--- config.mk ---
export PLATFORM = sky130hd
export DESIGN_NAME = pcie_tcap_arb_flat
export DESIGN_NICKNAME = d
export VERILOG_FILES = /design/src/rtl/pcie_tcap_arb_if.sv /design/src/rtl/pcie_tcap_arb.sv /design/src/flat_wrapper.sv
export SDC_FILE = /design/constraint.sdc
export NUM_CORES = 1
export LEC_CHECK = 0
export ABC_AREA = 1
export ABC_CLOCK_PERIOD_IN_PS = 2700
export BUFFER_PORTS_ARGS = -buffer_cell sky130_fd_sc_hd__buf_2
export CORE_ASPECT_RATIO = 0.7
export CORE_MARGIN = 5
export CORE_UTILIZATION = 35
export DETAILED_ROUTE_END_ITERATION = 8
export PLACE_DENSITY = 0.61
export SLEW_MARGIN = 20
export SYNTH_ARGS = -nofsm -noshare
export SYNTH_HDL_FRONTEND = slang
export SYNTH_SLANG_ARGS = --single-unit
--- constraint.sdc ---
create_clock -name clk -period 2.7 [get_ports clk]
set_clock_uncertainty 0.2 [all_clocks]
set_input_delay 0.405 -clock clk [delete_from_list [all_inputs] [get_ports clk]]
set_output_delay 0.405 -clock clk [all_outputs]
set_load 0.01 [all_outputs]
--- src/rtl/pcie_tcap_arb_if.sv ---
// Stream bundle for pcie_tcap_arb: two per-direction TLP beat inputs and the
// merged capture output.
interface pcie_tcap_arb_if #(
   parameter int unsigned DATA_W = 64
);
   logic [1:0]          in_valid;
   logic [1:0]          in_sop;
   logic [1:0]          in_eop;
   logic [2*DATA_W-1:0] in_data;
   logic [1:0]          in_ready;
   logic                out_valid;
   logic                out_sop;
   logic                out_eop;
   logic [DATA_W-1:0]   out_data;
   logic                out_ready;

   modport master (
      output in_valid, in_sop, in_eop, in_data, out_ready,
      input  in_ready, out_valid, out_sop, out_eop, out_data
   );

   modport slave (
      input  in_valid, in_sop, in_eop, in_data, out_ready,
      output in_ready, out_valid, out_sop, out_eop, out_data
   );
endinterface

--- src/rtl/pcie_tcap_arb.sv ---
// Packet-level round-robin merge of two TLP beat streams into one tcap capture
// stream; each packet is preceded by a timestamped global header beat.
module pcie_tcap_arb #(
   parameter int unsigned DATA_W = 64,
   parameter logic [1:0]  DIR_P0 = 2'b01,
   parameter logic [1:0]  DIR_P1 = 2'b10
) (
   input  logic           clk,
   input  logic           rst_n,
   input  logic           en,
   pcie_tcap_arb_if.slave bus,
   output logic [39:0]    ts_now,
   output logic [15:0]    drop_cnt
);
   typedef enum logic [1:0] {IDLE, HDR, DATA} state_t;

   state_t            state;
   logic              g;
   logic              rr_last;
   logic              hdr_vld;
   logic [DATA_W-1:0] hdr_data;
   logic [DATA_W-1:0] hdr_next;
   logic [DATA_W-1:0] g_data;
   logic [1:0]        cand;
   logic [1:0]        orphan;
   logic              pick;
   logic [16:0]       drop_sum;
   logic [15:0]       drop_next;

   always_comb begin
      cand     = bus.in_valid & bus.in_sop & {2{en}};
      pick     = (cand == 2'b11) ? ~rr_last : cand[1];
      hdr_next = '0;
      hdr_next[DATA_W-1 -: 48] = {3'b001, (pick ? DIR_P1 : DIR_P0), 3'b000, ts_now};
      // The port holding the grant (HDR or DATA) is never treated as orphan.
      orphan   = bus.in_valid & ~bus.in_sop;
      if (state != IDLE) orphan[g] = 1'b0;
      drop_sum  = {1'b0, drop_cnt} + {16'd0, orphan[0]} + {16'd0, orphan[1]};
      drop_next = drop_sum[16] ? '1 : drop_sum[15:0];
      g_data    = g ? bus.in_data[2*DATA_W-1 -: DATA_W] : bus.in_data[DATA_W-1:0];
   end

   always_comb begin
      bus.in_ready  = orphan;
      bus.out_valid = hdr_vld;
      bus.out_sop   = hdr_vld;
      bus.out_eop   = 1'b0;
      bus.out_data  = hdr_data;
      if (state == DATA) begin
         bus.out_valid   = bus.in_valid[g];
         bus.out_eop     = bus.in_eop[g];
         bus.out_data    = g_data;
         bus.in_ready[g] = bus.out_ready;
      end
   end

   always_ff @(posedge clk or negedge rst_n) begin
      if (!rst_n) begin
         state    <= IDLE;
         g        <= 1'b0;
         rr_last  <= 1'b1;
         hdr_vld  <= 1'b0;
         hdr_data <= '0;
         ts_now   <= '0;
         drop_cnt <= '0;
      end else begin
         ts_now   <= ts_now + 40'd1;
         drop_cnt <= drop_next;
         case (state)
            IDLE: begin
               if (|cand) begin
                  g        <= pick;
                  rr_last  <= pick;
                  hdr_data <= hdr_next;
                  hdr_vld  <= 1'b1;
                  state    <= HDR;
               end
            end
            HDR: begin
               if (bus.out_ready) begin
                  hdr_vld  <= 1'b0;
                  hdr_data <= '0;
                  state    <= DATA;
               end
            end
            DATA: begin
               if (bus.in_valid[g] && bus.out_ready && bus.in_eop[g]) state <= IDLE;
            end
            default: state <= IDLE;
         endcase
      end
   end
endmodule

--- src/flat_wrapper.sv ---
// flat-port wrapper written by rule: the top's interface ports become plain ports
module pcie_tcap_arb_flat 
#(
   parameter int unsigned DATA_W = 64,
   parameter logic [1:0]  DIR_P0 = 2'b01,
   parameter logic [1:0]  DIR_P1 = 2'b10
)
  (clk, rst_n, en, ts_now, drop_cnt, bus_in_valid, bus_in_sop, bus_in_eop, bus_in_data, bus_out_ready, bus_in_ready, bus_out_valid, bus_out_sop, bus_out_eop, bus_out_data);
  pcie_tcap_arb_if #(.DATA_W(DATA_W)) bus_i ();
  input  logic clk;
  input  logic rst_n;
  input  logic en;
  output logic [39:0] ts_now;
  output logic [15:0] drop_cnt;
  input wire logic [$bits(bus_i.in_valid)-1:0] bus_in_valid;
  input wire logic [$bits(bus_i.in_sop)-1:0] bus_in_sop;
  input wire logic [$bits(bus_i.in_eop)-1:0] bus_in_eop;
  input wire logic [$bits(bus_i.in_data)-1:0] bus_in_data;
  input wire logic [$bits(bus_i.out_ready)-1:0] bus_out_ready;
  output wire logic [$bits(bus_i.in_ready)-1:0] bus_in_ready;
  output wire logic [$bits(bus_i.out_valid)-1:0] bus_out_valid;
  output wire logic [$bits(bus_i.out_sop)-1:0] bus_out_sop;
  output wire logic [$bits(bus_i.out_eop)-1:0] bus_out_eop;
  output wire logic [$bits(bus_i.out_data)-1:0] bus_out_data;
  assign bus_i.in_valid = bus_in_valid;
  assign bus_i.in_sop = bus_in_sop;
  assign bus_i.in_eop = bus_in_eop;
  assign bus_i.in_data = bus_in_data;
  assign bus_i.out_ready = bus_out_ready;
  assign bus_in_ready = bus_i.in_ready;
  assign bus_out_valid = bus_i.out_valid;
  assign bus_out_sop = bus_i.out_sop;
  assign bus_out_eop = bus_i.out_eop;
  assign bus_out_data = bus_i.out_data;
  pcie_tcap_arb #(.DATA_W(DATA_W), .DIR_P0(DIR_P0), .DIR_P1(DIR_P1)) u_core (.clk(clk), .rst_n(rst_n), .en(en), .bus(bus_i), .ts_now(ts_now), .drop_cnt(drop_cnt));
endmodule
==> key figures <==
Final layout
  – Cell area after layout: just under 8000 um^2
  – Layout cells sized above 1: 29.3%
  – Count of fill cells added during filler insertion: between 1.5k and 2k
  – Relative area change from synthesis to final layout: 30.4%
  – Number of nets in the layout: between 1k and 1.5k
  – Antenna fix cells: 0
  – Core utilization of the finished layout: a little under half

Clocking
  – Bufs on Longest Clock Path: 2
  – Number of buffers inserted during clock tree synthesis: 9
  – Clock latency reported for the late side of the worst-skew pair: 340 ps
  – CTS tree: built
  – Register clock-pin slew on the reported worst setup and hold paths: roughly 70 ps
  – H-Tree Level Count: 3
  – Number of clock sinks seen by CTS: around 100
  – Root buffer cell: clkbuf_16

Setup path
  – Buffers plus inverters on the worst setup path: 3
  – Arrival time at the worst endpoint: 1930 ps
  – Worst path top cell family by delay: buffers and inverters
  – Reg-to-Reg End: u_core.drop_cnt[2]$_DFF_PN0_
  – Worst reg2reg path depth: 11
  – Kind of critical path: flop to output pin
  – Startpoint Class: flop
  – Slowest stage cell on the critical path: buf_16
  – Worst reg-to-reg setup slack: around 270 ps
  – Max stage delay on crit path: approximately 400 ps
  – Cells along the critical path: buf_4 > nor2_4 > buf_16 > nand3_1 > o211ai_1 > buf_2
  – Worst path required time: 2100 ps
  – Launch point of the worst reg-to-reg path: u_core.state[1]$_DFFE_PN0P_
  – Maximum fanout along the worst path: 129
  – Capturing element type of the critical path: output pin

Placed design
  – Total half-perimeter wirelength after legalization and detailed placement: about 17000 um
  – Post-Place Cell Area: around 7600 um^2
  – Quantity of I/O buffers inserted on ports: 262
  – Final weighted congestion of routability-driven global placement: 0.932

Routing
  – Vias after detailed routing: ~6.4k
  – Residual DRC count: 0
  – Remaining antenna violation count after routing: 0
  – Drt initial violations: roughly 420
  – Total wirelength of the detailed-routed design: between 20000 and 25000 um
  – Drt via density: ~5
  – Routed wirelength normalized by instance count: around 17 um
  – Pre-Repair DR Iteration Count: 5

Yosys
  – Number of flip-flops and latches in the synthesized netlist: 103
  – Post-synth ARST share: 100%
  – Synthesized netlist net count: 957
  – Portion of synthesized cell area occupied by the leading cell type: between 40% and 50%
  – Number of different library cells in the post-synthesis netlist: 32
  – Mapped Cells: about 820
  – Leading cell type by number of instances after synthesis: nand2_1
  – Average footprint of a synthesized cell: 7.42 um^2
  – Synth Flop Type: dfrtp_1
  – YS warnings: 0
  – Top area cells in the synthesized netlist: dfrtp_1 (42%), nand2_1 (12%), nand3_1 (9.4%)
  – Number of synthesized flops with an enable pin: 0
  – Share of synthesized area occupied by flip-flops and latches: 42.6%
  – Synth cell count leaders: nand2_1 (199), nand3_1 (114), dfrtp_1 (102), inv_1 (99), nor2_1 (70)
  – Largest area contributor in the netlist: dfrtp_1
  – Post-synthesis cell area: 6060 um^2

Power
  – Seq pwr share: about a third
  – Net Sw Frac: about two fifths
  – Combinational cell fraction of total power: approximately two fifths
  – Power density cells: approximately 640 nW/um^2
  – Static leakage: between 0.003 and 0.004 uW
  – Worst vdd rail ir drop: between 0.5 and 0.6 mV
  – Clock power share: 24.1%
  – Net switching power: between 2000 and 2500 uW
  – Pint: a little over 3000 uW

Timing
  – Portion of the clock cycle consumed by the worst path in the final layout: 94.0%
  – Worst Max-Slew Pin Slew: around 540 ps
  – Setup repair after global routing missed its margin: false
  – Relative max-transition margin: between 60% and 70%
  – Shortest period the worst path allows: around 2500 ps
  – Final count of negative-setup-slack endpoints: 0
  – Final Max Slew Viols: 0
  – Number of hold violations in the final report: 0
  – Sum of negative setup slack: 0 ps
  – FMAX: 0.394 GHz

Outcome
  – Status: finished clean

Die
  – Width of the chip: around 170 um
  – Starting utilization of the core area: between 30% and 40%
  – Y dimension of the die: approximately 120 um
  – Top-Level Pins: ~260
  – Overall die area: roughly 20000 um^2
  – Standard-cell rows: 40
  – CORE AREA: about 17000 um^2

Global routing
  – Initial antenna violation count: 0
  – Aggregate global-route resource usage: 21.2%
  – Wire length of the first global-routing pass: around 34000 um
  – Largest net degree at the start of global routing: 130
  – Via count of the first global-routing pass: approximately 6k
  – Overflow left after global routing: 0

Worst hold path
  – HP Class: primary input to flop
  – Count of cells along the worst hold path: 2
  – Worst hold path endpoint: u_core.state[0]$_DFFE_PN0P_
  – Worst hold path startpoint: bus_out_ready

Job
  – Total of max-cap violations: 0
==> layout make-up <==
cell class	instances	area [um^2]	share of cell area [%]
multi-input combinational	574	2940	37.2
clock buffer	13	250	3.17
tap	231	289	3.66
clock inverter	3	18.8	0.238
inverter	100	379	4.80
sequential	103	2580	32.7
timing repair buffer	274	1440	18.3
==> layout by cell type (no fill, tap or decap), types with 2 or more instances in the layout <==
master     synthesis  final
xor2_1            30     30
nand2_2            5      6
xnor2_1            2      2
clkbuf_1           7      3
o22ai_1           30     30
o21ai_0           23     23
nor2_4             3      4
a21oi_1           22     22
nand4_1            8      8
buf_4              0      9
ha_1               2      2
dfrtp_1          102    101
nand2_1          199    198
nand3_1          114    113
buf_2             24    261
o31ai_1            2      2
nor2_2             8      7
clkbuf_16          0      9
nor2_1            70     70
nand3b_1           3      3
inv_1             99     98
clkinv_2           0      2
o211ai_1          41     41
nor3_1             5      5
nand3_2            1      2
==> state kept, by name, summed over array words and instances (netlist names) <==
name             count
u_core.hdr_data     43
u_core.ts_now       40
u_core.drop_cnt     16
u_core.state         2
u_core.g             1
u_core.rr_last       1
==> power groups by stage <==
stage          logic (uW)  clock network (uW)  registers, uW
5_1_grt              2330                1310           1770
3_3_place_gp         2090                   0           1780
2_1_floorplan        1280                   0           1790
3_5_place_dp         2100                   0           1790
4_1_cts              2110                1250           1760
6_report             2110                1220           1760
==> layer usage <==
metal,global-route usage [%],up-vias,part of all wire [%]
li1,-,3177,-
met1,31.8,3002,48
met2,32.3,209,44
met3,4.15,10,6.3
met4,3.65,0,1.0
met5,0,-,0
==> worst max-delay path by stage <==
stage	from	end	slack [ps]	depth (start not counted)
floorplan	u_core.g$_DFFE_PN0P_	u_core.drop_cnt[2]$_DFF_PN0_	210	13
global placement	bus_in_valid[1]	u_core.drop_cnt[2]$_DFF_PN0_	130	13
detailed placement	bus_in_valid[1]	u_core.drop_cnt[2]$_DFF_PN0_	100	13
CTS	u_core.g$_DFFE_PN0P_	bus_out_eop	80	7
global route	u_core.state[0]$_DFFE_PN0P_	bus_out_data[48]	10	6
finish	u_core.state[0]$_DFFE_PN0P_	bus_out_data[48]	160	6
==> repair_timing <==
| item | 4_1_cts | 5_1_grt |
|---|---|---|
| endpoints found under the setup margin | 0 | 16 |
| endpoints found under the hold margin | 22 | 0 |
| hold buffers | 1 | 0 |
| gates resized for setup | 0 | 5 |
| buffers inserted | 0 | 0 |
==> cells by family (layout without fill, tap and decap cells) <==
logic type                 after synthesis  after routing  share of synthesized area (%)
xor gates and xnor gates                32             32                           4.63
DFF                                    103            103                           42.6
buffers and inverters                  139            390                           9.13
adders and majority gates                3              3                          0.743
AOI/OAI and AO/OA                      119            119                           12.3
and+or+nand+nor                        420            420                           30.7
==> per-stage QoR <==
stage	hold slack, ps	cells	worst slack (ps)	total power (uW)
after CTS	107	1298	82.1	5110
after floorplan	-90.6	816	214	3080
after global routing	138	1298	12.0	5410
after detailed placement	127	1281	97.6	3880
after global placement	130	1281	128	3870
final	119	1298	162	5090
Note: power is estimated with default switching activity, not from simulation.
